### config.mk
export PLATFORM = sky130hd
export DESIGN_NAME = hazard_stall_unit_flat
export DESIGN_NICKNAME = d
export VERILOG_FILES = /design/src/rtl/hazard_pkg.sv /design/src/rtl/hazard_stall_unit_if.sv /design/src/rtl/mdu_busy_counter.sv /design/src/rtl/hazard_stall_unit.sv /design/src/flat_wrapper.sv
export SDC_FILE = /design/constraint.sdc
export NUM_CORES = 1
export LEC_CHECK = 0
export ABC_CLOCK_PERIOD_IN_PS = 4850
export CORE_AREA = 2 2 39 41
export DETAILED_ROUTE_END_ITERATION = 16
export DIE_AREA = 0 0 41 43
export GPL_ROUTABILITY_DRIVEN = 0
export PLACE_DENSITY = 0.71
export SYNTH_ARGS = -nofsm -noshare
export SYNTH_HDL_FRONTEND = slang
export SYNTH_SLANG_ARGS = --single-unit
### constraint.sdc
create_clock -name clk -period 4.85 [get_ports clk]
set_clock_uncertainty 0.1 [all_clocks]
set_input_delay 0.97 -clock clk [delete_from_list [all_inputs] [get_ports clk]]
set_output_delay 0.97 -clock clk [all_outputs]
set_load 0.01 [all_outputs]
### src/rtl/hazard_pkg.sv
// Shared constants and types for the hazard/stall logic of the 5-stage MIPS core.
package hazard_pkg;

    localparam logic [4:0] REG_ZERO = 5'd0;
    localparam int MDU_LATENCY_DEFAULT = 4;
    localparam int MDU_CNT_W = 4;

    typedef logic [MDU_CNT_W-1:0] mduCnt_t;

    typedef enum logic [1:0] {
        CTRL_RUN,
        CTRL_STALL,
        CTRL_FLUSH
    } ctrlAction_e;

    // A source register only conflicts when it is a real register, not $zero.
    function automatic logic regHit(input logic [4:0] dest, input logic [4:0] src);
        return (dest != REG_ZERO) && (dest == src);
    endfunction

endpackage

### src/rtl/hazard_stall_unit_if.sv
// ID/EX-side signal bundle between the pipeline datapath (master) and the hazard unit (slave).
interface hazard_stall_unit_if;
    import hazard_pkg::*;

    logic [4:0] Rs_ID;
    logic [4:0] Rt_ID;
    logic       UsesRt_ID;
    logic       MduOp_ID;
    logic       MemRead_EX;
    logic [4:0] WriteReg_EX;
    logic       MduStart_EX;
    logic       BranchTaken_EX;

    logic       PCWrite;
    logic       IFID_Write;
    logic       IFID_Flush;
    logic       IDEX_Flush;
    logic       MduBusy;

    modport master (
        output Rs_ID, Rt_ID, UsesRt_ID, MduOp_ID, MemRead_EX, WriteReg_EX,
               MduStart_EX, BranchTaken_EX,
        input  PCWrite, IFID_Write, IFID_Flush, IDEX_Flush, MduBusy
    );

    modport slave (
        input  Rs_ID, Rt_ID, UsesRt_ID, MduOp_ID, MemRead_EX, WriteReg_EX,
               MduStart_EX, BranchTaken_EX,
        output PCWrite, IFID_Write, IFID_Flush, IDEX_Flush, MduBusy
    );

endinterface

### src/rtl/mdu_busy_counter.sv
// Tracks how long the multi-cycle mult/div unit is still busy after an issue.
module mdu_busy_counter
    import hazard_pkg::*;
#(
    parameter int LATENCY = MDU_LATENCY_DEFAULT
) (
    input  logic    clk,
    input  logic    rst_n,
    input  logic    load,
    output logic    busy,
    output mduCnt_t count
);

    localparam mduCnt_t LOAD_VALUE = mduCnt_t'(LATENCY);

    // Reload on issue (also restarts an in-flight count); otherwise count down and hold at zero.
    always_ff @(posedge clk or negedge rst_n) begin
        if (!rst_n) begin
            count <= '0;
        end else if (load) begin
            count <= LOAD_VALUE;
        end else if (count != '0) begin
            count <= count - mduCnt_t'(1);
        end
    end

    assign busy = (count != '0);

endmodule

### src/rtl/hazard_stall_unit.sv
// Load-use / taken-branch / MDU-busy hazard unit driving PC, IF/ID and ID/EX controls.
// Optional performance counters are compiled in with `define HAZARD_PERF_CNT_EN.
module hazard_stall_unit
    import hazard_pkg::*;
#(
    parameter int MDU_LATENCY = MDU_LATENCY_DEFAULT,
    parameter int CNT_W       = 32
) (
    input  logic                clk,
    input  logic                rst_n,
    hazard_stall_unit_if.slave  hz
`ifdef HAZARD_PERF_CNT_EN
    ,
    output logic [CNT_W-1:0]    StallCycles,
    output logic [CNT_W-1:0]    FlushCount
`endif
);

    logic        loadUse;
    logic        mduStall;
    logic        stall;
    logic        mduBusy;
    mduCnt_t     mduCnt;
    ctrlAction_e action;

    // The mult/div in EX belongs to an instruction older than the branch, so it issues regardless.
    mdu_busy_counter #(
        .LATENCY (MDU_LATENCY)
    ) uMduBusy (
        .clk   (clk),
        .rst_n (rst_n),
        .load  (hz.MduStart_EX),
        .busy  (mduBusy),
        .count (mduCnt)
    );

    always_comb begin
        loadUse  = hz.MemRead_EX &&
                   (regHit(hz.WriteReg_EX, hz.Rs_ID) ||
                    (hz.UsesRt_ID && regHit(hz.WriteReg_EX, hz.Rt_ID)));
        mduStall = hz.MduOp_ID && (mduBusy || hz.MduStart_EX);
        stall    = loadUse || mduStall;
    end

    // A taken branch squashes the ID instruction, so it outranks any stall.
    always_comb begin
        action = CTRL_RUN;
        if (!rst_n) begin
            action = CTRL_RUN;
        end else if (hz.BranchTaken_EX) begin
            action = CTRL_FLUSH;
        end else if (stall) begin
            action = CTRL_STALL;
        end
    end

    always_comb begin
        hz.PCWrite    = 1'b1;
        hz.IFID_Write = 1'b1;
        hz.IFID_Flush = 1'b0;
        hz.IDEX_Flush = 1'b0;
        case (action)
            CTRL_FLUSH: begin
                hz.IFID_Flush = 1'b1;
                hz.IDEX_Flush = 1'b1;
            end
            CTRL_STALL: begin
                hz.PCWrite    = 1'b0;
                hz.IFID_Write = 1'b0;
                hz.IDEX_Flush = 1'b1;
            end
            default: begin
                hz.PCWrite    = 1'b1;
                hz.IFID_Write = 1'b1;
            end
        endcase
    end

    assign hz.MduBusy = mduBusy;

`ifdef HAZARD_PERF_CNT_EN
    localparam logic [CNT_W-1:0] CNT_ONE = {{(CNT_W-1){1'b0}}, 1'b1};

    // Counters wrap naturally; stalls hidden under a flush are not counted as stall cycles.
    always_ff @(posedge clk or negedge rst_n) begin
        if (!rst_n) begin
            StallCycles <= '0;
            FlushCount  <= '0;
        end else begin
            if (stall && !hz.BranchTaken_EX) begin
                StallCycles <= StallCycles + CNT_ONE;
            end
            if (hz.BranchTaken_EX) begin
                FlushCount <= FlushCount + CNT_ONE;
            end
        end
    end
`endif

endmodule

### src/flat_wrapper.sv
// flat-port wrapper written by rule: the top's interface ports become plain ports
module hazard_stall_unit_flat import hazard_pkg::*;
#(
    parameter int MDU_LATENCY = MDU_LATENCY_DEFAULT,
    parameter int CNT_W       = 32
)
  (clk, rst_n, hz_Rs_ID, hz_Rt_ID, hz_UsesRt_ID, hz_MduOp_ID, hz_MemRead_EX, hz_WriteReg_EX, hz_MduStart_EX, hz_BranchTaken_EX, hz_PCWrite, hz_IFID_Write, hz_IFID_Flush, hz_IDEX_Flush, hz_MduBusy);
  hazard_stall_unit_if hz_i ();
  input  logic clk;
  input  logic rst_n;
  input wire logic [$bits(hz_i.Rs_ID)-1:0] hz_Rs_ID;
  input wire logic [$bits(hz_i.Rt_ID)-1:0] hz_Rt_ID;
  input wire logic [$bits(hz_i.UsesRt_ID)-1:0] hz_UsesRt_ID;
  input wire logic [$bits(hz_i.MduOp_ID)-1:0] hz_MduOp_ID;
  input wire logic [$bits(hz_i.MemRead_EX)-1:0] hz_MemRead_EX;
  input wire logic [$bits(hz_i.WriteReg_EX)-1:0] hz_WriteReg_EX;
  input wire logic [$bits(hz_i.MduStart_EX)-1:0] hz_MduStart_EX;
  input wire logic [$bits(hz_i.BranchTaken_EX)-1:0] hz_BranchTaken_EX;
  output wire logic [$bits(hz_i.PCWrite)-1:0] hz_PCWrite;
  output wire logic [$bits(hz_i.IFID_Write)-1:0] hz_IFID_Write;
  output wire logic [$bits(hz_i.IFID_Flush)-1:0] hz_IFID_Flush;
  output wire logic [$bits(hz_i.IDEX_Flush)-1:0] hz_IDEX_Flush;
  output wire logic [$bits(hz_i.MduBusy)-1:0] hz_MduBusy;
  assign hz_i.Rs_ID = hz_Rs_ID;
  assign hz_i.Rt_ID = hz_Rt_ID;
  assign hz_i.UsesRt_ID = hz_UsesRt_ID;
  assign hz_i.MduOp_ID = hz_MduOp_ID;
  assign hz_i.MemRead_EX = hz_MemRead_EX;
  assign hz_i.WriteReg_EX = hz_WriteReg_EX;
  assign hz_i.MduStart_EX = hz_MduStart_EX;
  assign hz_i.BranchTaken_EX = hz_BranchTaken_EX;
  assign hz_PCWrite = hz_i.PCWrite;
  assign hz_IFID_Write = hz_i.IFID_Write;
  assign hz_IFID_Flush = hz_i.IFID_Flush;
  assign hz_IDEX_Flush = hz_i.IDEX_Flush;
  assign hz_MduBusy = hz_i.MduBusy;
  hazard_stall_unit #(.MDU_LATENCY(MDU_LATENCY), .CNT_W(CNT_W)) u_core (.clk(clk), .rst_n(rst_n), .hz(hz_i));
endmodule
---- Word level (Yosys, flattened, before mapping) ----
Index checks and enable logic that the tools add are counted.
operators by class
  add/subtract/negate cells ............... 1
  reduce and logical (&&, ||, !) cells .... 12
  multiplexer cells ....................... 8
  equal/unequal tests ..................... 4
operator list
  kind                                                                    number
  5-bit equality test                                                     2
  4-bit 2-to-1 mux                                                        2
  1-bit logical AND                                                       5
  5-bit nonzero test                                                      1
  1-bit 2-to-1 mux                                                        4
  2-bit 2-to-1 mux                                                        2
  4-bit nonzero test                                                      1
  4-bit by 1-bit subtractor with 4-bit output (second input constant)     1
  1-bit logical OR                                                        3
  2-bit by 1-bit equality test with 1-bit output (second input constant)  1
  2-bit equality test (second input constant)                             1
  2-bit nonzero test                                                      1
  2-bit OR reduction                                                      1
storage, ports and cells
  output and inout bits ................... 5
  input bits .............................. 22
  word-level logic and storage cells ...... 26
  flip-flop bits (word level) ............. 4

---- Depth between registers and ports, before layout ----
Gate-level depths: netlist of the first run.
  word-level depth ........................ 12
  depth in mapped cells ................... 9
  mapped depth without buffers ............ 8

---- Hierarchy ----
Synthesis of the first run repeated with hierarchy kept, for this count alone.
second synthesis, totals
  cells, all modules ...................... 50
  area, all modules ....................... 441.7 um^2
by module, submodules not included
  module             sequential area each (um^2)  cells each  instances  area an instance (um^2)
  mdu_busy_counter   100.1                        24          1          252.7
  hazard_stall_unit  0.0                          26          1          188.9

---- Least setup slack after synthesis of the first run ----
OpenSTA, ideal clock, no wires.
  kind .................................... input to output
  start ................................... in hz_WriteReg_EX[2]
  end ..................................... out hz_PCWrite
  setup slack ............................. 1690 ps
  buffers on the path ..................... 1
  stages .................................. 6
  arrival time ............................ 2090 ps
  data required time ...................... 3780 ps
  cells stage by stage .................... or4_4 > o211ai_2 > o21ai_1 > ha_1 > inv_1 > buf_4
between the ends
  cells in the longest elaborated chain, start to end .. 11
  elaborated cells between the ends (all ways) .. 14
  those cells by class .................... eq/ne: 3; mux: 4; reduce/logical: 7
ends and longest elaborated chain
  what                                                              RTL line                 source
  from (decl)                                                       flat_wrapper.sv:16       input wire logic [$bits(hz_i.WriteReg_EX)-1:0] hz_WriteReg_EX;
  5-bit equality test / 5-bit nonzero test (equally long branches)  hazard_pkg.sv:18         return (dest != REG_ZERO) && (dest == src);
  1-bit logical AND                                                 hazard_pkg.sv:18
  1-bit logical AND                                                 hazard_stall_unit.sv:40  (hz.UsesRt_ID && regHit(hz.WriteReg_EX, hz.Rt_ID)));
  1-bit logical OR (*)                                              hazard_stall_unit.sv:39  (regHit(hz.WriteReg_EX, hz.Rs_ID) ||
  1-bit logical AND (*)                                             hazard_stall_unit.sv:38  loadUse = hz.MemRead_EX &&
  1-bit logical OR (*)                                              hazard_stall_unit.sv:42  stall = loadUse || mduStall;
  1-bit 2-to-1 mux (*)                                              hazard_stall_unit.sv:52  end else if (stall) begin
  2-bit 2-to-1 mux (*)                                              hazard_stall_unit.sv:50  end else if (hz.BranchTaken_EX) begin
  2-bit 2-to-1 mux (*)                                              hazard_stall_unit.sv:48  if (!rst_n) begin
  2-bit by 1-bit equality test with 1-bit output (*)                --
  1-bit 2-to-1 mux (*)                                              --
  to (decl)                                                         flat_wrapper.sv:19       output wire logic [$bits(hz_i.PCWrite)-1:0] hz_PCWrite;
Every way passes the cells marked *; elsewhere a longest branch is shown, timed or not.

---- Final worst setup path of the first run ----
  start ................................... in hz_WriteReg_EX[2]
  end ..................................... out hz_IDEX_Flush
between the ends
  cells in the longest elaborated chain, start to end .. 12
  elaborated cells between the ends (all ways) .. 16
  those cells by class .................... eq/ne: 4; mux: 4; reduce/logical: 8
ends and longest elaborated chain
  what                                                                                          RTL line                 source
  5-bit equality test / 5-bit nonzero test (equally long branches)                              hazard_pkg.sv:18
  1-bit logical AND                                                                             hazard_pkg.sv:18
  1-bit logical AND                                                                             hazard_stall_unit.sv:40
  1-bit logical OR (*)                                                                          hazard_stall_unit.sv:39
  1-bit logical AND (*)                                                                         hazard_stall_unit.sv:38
  1-bit logical OR (*)                                                                          hazard_stall_unit.sv:42
  1-bit 2-to-1 mux (*)                                                                          hazard_stall_unit.sv:52
  2-bit 2-to-1 mux (*)                                                                          hazard_stall_unit.sv:50
  2-bit 2-to-1 mux (*)                                                                          hazard_stall_unit.sv:48
  2-bit equality test / 2-bit by 1-bit equality test with 1-bit output (equally long branches)  hazard_stall_unit.sv:62  case (action)
  2-bit OR reduction (no line) (*)                                                              --
  1-bit 2-to-1 mux (*)                                                                          hazard_stall_unit.sv:62
  to (decl)                                                                                     flat_wrapper.sv:22       output wire logic [$bits(hz_i.IDEX_Flush)-1:0] hz_IDEX_Flush;
Marked as above.

==> metrics, run 1 <==
CTS resizes=0; crit path time final=4120 ps; Mapped Cells=47; Final Power=0.0002003 W; Syn Std Cell Area=397.9 sq um; via count=419; sequential fraction of the synthesis area=0.2516; Die Ht=43 um; initial DRC count=5; status=complete, no violations; worst hold path class=reg -> reg; Synth top cells by count=xnor2_1, inv_1, dfrtp_1; Gate power share=0.512; num rows=14; clock share of power=0.203; synth unique cells=21; Die Span X=41 um; starting density of the core=0.2875; GRT met2 Usage=0.1969; Largest regs=u_core.uMduBusy.count: 4 flops; die area=1763 sq um; routed vias/inst=4.604; final hold violation count=0; Tot GR Track Use=0.1279; IO buf count=26; layout cells sized above 1=0.06667; DRT Pass-1 Iters=4; Slew @ Worst Pin=242.4 ps; Final Setup Violations=0; fin crit share=0.8496; DR DRC count=0; Lkg Pwr=0.2770 nW; CP endpoint kind=output pin; Max-slew headroom=0.8379; wire per inst=11.19 um; clk_lat worst skew=230 ps; largest net degree at the start of global routing=7; Avg Synthesized Cell Area=8.466 sq um; maximum clock frequency=242.7 MHz; CTS root buffer=clkbuf_4; final WL=1018 um; number of flops mapped to enable cells by yosys=0; syn nets=72; critical path type=in -> out; total global routing overflow=0; Post-CTS Repair Setup Buffers=0; Hold Buf Count CTS=0; share of synthesized registers carrying an async set or reset=1.000; largest area contributor in the netlist=dfrtp_1; Sw Ratio=0.3470; met3 Use GR=0.04188; Net count, final=102; Int Pwr=0.0001308 W; number of flip-flops in the largest register=4; Worst Path Required=3780 ps; dpl hpwl=808.9 um; Final Max Slew Viols=0; worst IR drop on VDD=0.1700 mV; TritonCTS buffer count=3; Setup TNS=0 ps; Critical Path AT=3050 ps; grt met1 use=0.1429; Ys Warns=0; WHS=401.2 ps; Seq pwr share=0.285; Sink Count=4; largest register by flop count=u_core.uMduBusy.count; antenna violations before repair=0; CTS clock-pin slew for the worst setup and hold paths=40 ps; post-route ant nets=0; Switch Pwr=0.00006949 W; largest buffer count on any clock path=2; Area contributors post-synth=dfrtp_1, xnor2_1, ha_1; Core Area=1384 sq um; diode count=0; Top Usage Layer GRT=met2; area grow syn2layout=74.21%; top-count cell post-synth=xnor2_1; CTS H-tree depth=1; fill count=142; post-synthesis register bit count=4; max_cap viols=0; CP startpoint kind=primary input; vias in the first global route=399; top-area cell type share of the netlist area=0.2516; IO Count=27; critical path peak fanout=3; Power Dens Cells=288.9 nW/um^2; Main synth FF type=dfrtp_1; RSZ-0062 raised after global routing=false; CTS tree=yes; first-pass GRT wire length=1497 um
## final timing paths
path	from	endpoint	slack, ps	cells after the start
max	hz_WriteReg_EX[2]	hz_IDEX_Flush	730	7
min	u_core.uMduBusy.count[2]$_DFFE_PN0N_	u_core.uMduBusy.count[2]$_DFFE_PN0N_	400	1
max reg2reg	u_core.uMduBusy.count[0]$_DFFE_PN0N_	u_core.uMduBusy.count[0]$_DFFE_PN0N_	3400	6
min reg2reg	u_core.uMduBusy.count[2]$_DFFE_PN0N_	u_core.uMduBusy.count[2]$_DFFE_PN0N_	400	1
max in group asynchronous	rst_n	u_core.uMduBusy.count[2]$_DFFE_PN0N_	3590	1
min in group asynchronous	rst_n	u_core.uMduBusy.count[3]$_DFFE_PN0N_	870	1
## placed cells by master, fill, tap and decap left out, drive strengths merged
master	count
clkdlybuf4s50	26
xnor2	11
inv	6
dfrtp	4
nand2	3
nor2	3
ha	3
clkbuf	3
nor2b	2
a21oi	2
o211ai	2
nand2b	1
nand3	1
nand4	1
o22a	1
or4	1
o21ai	1
o31ai	1
a211oi	1
or3	1
nor3	1
## cell type report
| class | instances | area (sq um) | share of cell area |
|---|---|---|---|
| inverter | 6 | 22.52 | 0.03249 |
| sequential | 4 | 100.1 | 0.1444 |
| tap | 16 | 20.02 | 0.02888 |
| multi-input combinational | 36 | 267.8 | 0.3863 |
| timing repair buffer | 26 | 260.3 | 0.3755 |
| clock buffer | 3 | 22.52 | 0.03249 |
## metrics by stage
stage | cells | setup slack (ps) | cell area, sq um | utilization
2_1_floorplan | 47 | 1690 | 397.9 | -
3_3_place_gp | 88 | 726.6 | 670.6 | 0.4846
3_5_place_dp | 88 | 723.8 | 670.6 | 0.4846
4_1_cts | 91 | 713.9 | 693.2 | 0.5009
5_1_grt | 91 | 665.6 | 693.2 | 0.5009
6_report | 91 | 729.6 | 693.2 | 0.5009
## routing by layer
layer | wire length, um | vias to the layer above | part of all wire
met3 | 127 | 0 | 0.12
met1 | 438 | 185 | 0.43
li1 | - | 214 | -
met5 | 0 | - | 0
met2 | 451 | 20 | 0.44
met4 | 0 | 0 | 0
## worst max-delay path, stage by stage
cell and delay [ps]:
clkdlybuf4s50_1 470, or4_4 560, o211ai_2 140, o21ai_1 70, ha_1 270, inv_1 50, clkdlybuf4s50_1 520
## cell families (layout without fill, tap and decap cells)
group | after synthesis | count (layout) | share of synthesized area
AOI/OAI and AO/OA | 8 | 8 | 0.1478
xor gates and xnor gates | 11 | 11 | 0.2421
adders and majority gates | 3 | 3 | 0.09435
buffers and inverters | 7 | 35 | 0.07547
DFF | 4 | 4 | 0.2516
and+or+nand+nor | 14 | 14 | 0.1887
## power groups by stage
| stage | combinational, W | clock (W) | sequential, W |
|---|---|---|---|
| after CTS | 0.000104 | 0.0000431 | 0.0000572 |
| final | 0.000102 | 0.0000407 | 0.0000571 |
| after global routing | 0.000116 | 0.0000461 | 0.0000594 |
| after floorplan | 0.0000623 | 0 | 0.0000547 |
| after detailed placement | 0.000103 | 0 | 0.0000576 |
| after global placement | 0.000101 | 0 | 0.0000571 |
(Power assumes the default switching activity.)
==> run 2: changes to the inputs <==
- ABC_CLOCK_PERIOD_IN_PS: 4850 -> 3900
- clock period: 4.85 -> 3.9 ns (I/O delays scaled with it)
==> run 2 against run 1 <==
Non-clock buffer count did not move. Register-to-register slack got worse by 930 ps. Utilization did not move. Worst setup slack got worse by 570 ps. Global-route usage rose by 0.50 points. Via count fell by 2.4%. Critical path type unchanged. Sequential power rose by 26%. Critical path depth did not move. Clock power rose by 28%. Power rose by 26%. Combinational power rose by 25%. Cell area did not move.
==> metrics, run 2 (synthesized netlist as in run 1, its figures left out) <==
CTS resizes=0 (unchanged); num rows=14 (unchanged); Post-Layout Cell Count=91 (unchanged); wire per inst=11.23 um (+0.39%); Final Max Slew Viols=0 (unchanged); Sink Count=4 (unchanged); initial DRC count=1 (-4); worst IR drop on VDD=0.2473 mV (+45%); Tot GR Track Use=0.1329 (+0.005035); most frequent cells in the layout=clkdlybuf4s50_1, xnor2_1, inv_1, dfrtp_1; CP startpoint kind=primary input; CTS root buffer=clkbuf_4; number of flip-flops in the largest register=4 (unchanged); Critical Path AT=2860 ps (-190 ps); fill count=146 (+2.8%); Largest regs=u_core.uMduBusy.count: 4 flops; status=complete, no violations; TritonCTS buffer count=3 (unchanged); Core Area=1384 sq um (unchanged); largest buffer count on any clock path=2 (unchanged); diode count=0 (unchanged); IO Count=27 (unchanged); DRT Pass-1 Iters=2 (-2); total global routing overflow=0 (unchanged); DR DRC count=0 (unchanged); Die Ht=43 um (unchanged); CP endpoint kind=output pin; crit path time final=3743 ps; Lkg Pwr=0.2770 nW (unchanged); maximum clock frequency=267.2 MHz; Post-CTS Repair Setup Buffers=0 (unchanged); Max-slew headroom=0.8509 (+0.01299); Placed Cells=88 (unchanged); starting density of the core=0.2875 (unchanged); Slew @ Worst Pin=223.0 ps (-19.42 ps); post-route ant nets=0 (unchanged); CTS clock-pin slew for the worst setup and hold paths=40 ps (about the same); largest register by flop count=u_core.uMduBusy.count; register area=100.1 sq um (unchanged); critical path type=in -> out; fin crit share=0.9598; critical path peak fanout=3 (unchanged); vias in the first global route=398 (-0.25%); via count=409 (-2.4%); Multi-input gate area=267.8 sq um (unchanged); routed vias/inst=4.495 (-2.4%); Power Dens Cells=364.1 nW/um^2 (+26%); CTS H-tree depth=1 (unchanged); Setup TNS=0 ps (unchanged); final hold violation count=0 (unchanged); Die Span X=41 um (unchanged); antenna violations before repair=0 (unchanged); max_cap viols=0 (unchanged); area grow syn2layout=74.21% (unchanged); most common cell after layout, fill and taps aside=clkdlybuf4s50_1; final WL=1022 um (+0.39%); die area=1763 sq um (unchanged); Hold Buf Count CTS=0 (unchanged); largest net degree at the start of global routing=7 (unchanged); worst hold path class=reg -> reg; Net count, final=102 (unchanged); layout cells sized above 1=0.06667 (unchanged); dpl hpwl=828.3 um (+2.4%); RSZ-0062 raised after global routing=false; first-pass GRT wire length=1559 um (+4.1%); IO buf count=26 (unchanged); Final Setup Violations=0 (unchanged); CTS tree=yes; clk_lat worst skew=240 ps (about the same); Worst Path Required=3020 ps (-760 ps)
-- run 2: critical path, stage by stage --
cell and delay, ps:
clkdlybuf4s50_1 470, or4_4 550, o211ai_2 140, o21ai_1 80, ha_1 270, inv_1 50
clkdlybuf4s50_1 520
-- run 2: where the power goes --
part	total [W]	switching, W	internal [W]
combinational	0.000128	0.0000577	0.0000707
clock	0.0000521	0.0000176	0.0000345
sequential	0.0000718	0.0000139	0.0000580
total	0.000252	0.0000892	0.000163
-- run 2: worst paths after layout --
path / startpoint / endpoint / slack [ps] / cells after the start
min in group asynchronous: rst_n / u_core.uMduBusy.count[2]$_DFFE_PN0N_ / 660 / 1
worst min register to register: u_core.uMduBusy.count[2]$_DFFE_PN0N_ / u_core.uMduBusy.count[2]$_DFFE_PN0N_ / 420 / 1
worst max register to register: u_core.uMduBusy.count[0]$_DFFE_PN0N_ / u_core.uMduBusy.count[1]$_DFFE_PN0N_ / 2470 / 5
worst min-delay path: u_core.uMduBusy.count[2]$_DFFE_PN0N_ / u_core.uMduBusy.count[2]$_DFFE_PN0N_ / 420 / 1
max in group asynchronous: rst_n / u_core.uMduBusy.count[3]$_DFFE_PN0N_ / 2850 / 1
worst max-delay path: hz_WriteReg_EX[2] / hz_IDEX_Flush / 160 / 7
-- run 2: final cells by class --
cell class / count / share of cell area
Timing Repair Buffer: 26 / 0.3755
Inverter: 6 / 0.03249
Tap cell: 16 / 0.02888
Clock buffer: 3 / 0.03249
Sequential cell: 4 / 0.1444
Multi-Input combinational cell: 36 / 0.3863
-- run 2: through the flow --
stage,utilization,setup WS (ps),hold WS (ps),instance area [sq um],total power (W)
2_1_floorplan,-,1120,361.5,397.9,0.0001456
3_3_place_gp,0.4846,155.7,397.6,670.6,0.0001972
3_5_place_dp,0.4846,155.0,410.0,670.6,0.0002010
4_1_cts,0.5009,146.1,417.2,693.2,0.0002561
5_1_grt,0.5009,106.3,454.0,693.2,0.0002786
6_report,0.5009,156.9,418.4,693.2,0.0002524
-- run 2: metal layers --
layer  track usage  part of all wire  vias to the layer above
met5             0                 0                        -
met4        0.1000             0.015                        0
met3       0.04188              0.15                        2
met2        0.1969              0.44                       22
met1        0.1494              0.40                      171
li1              -                 -                      214
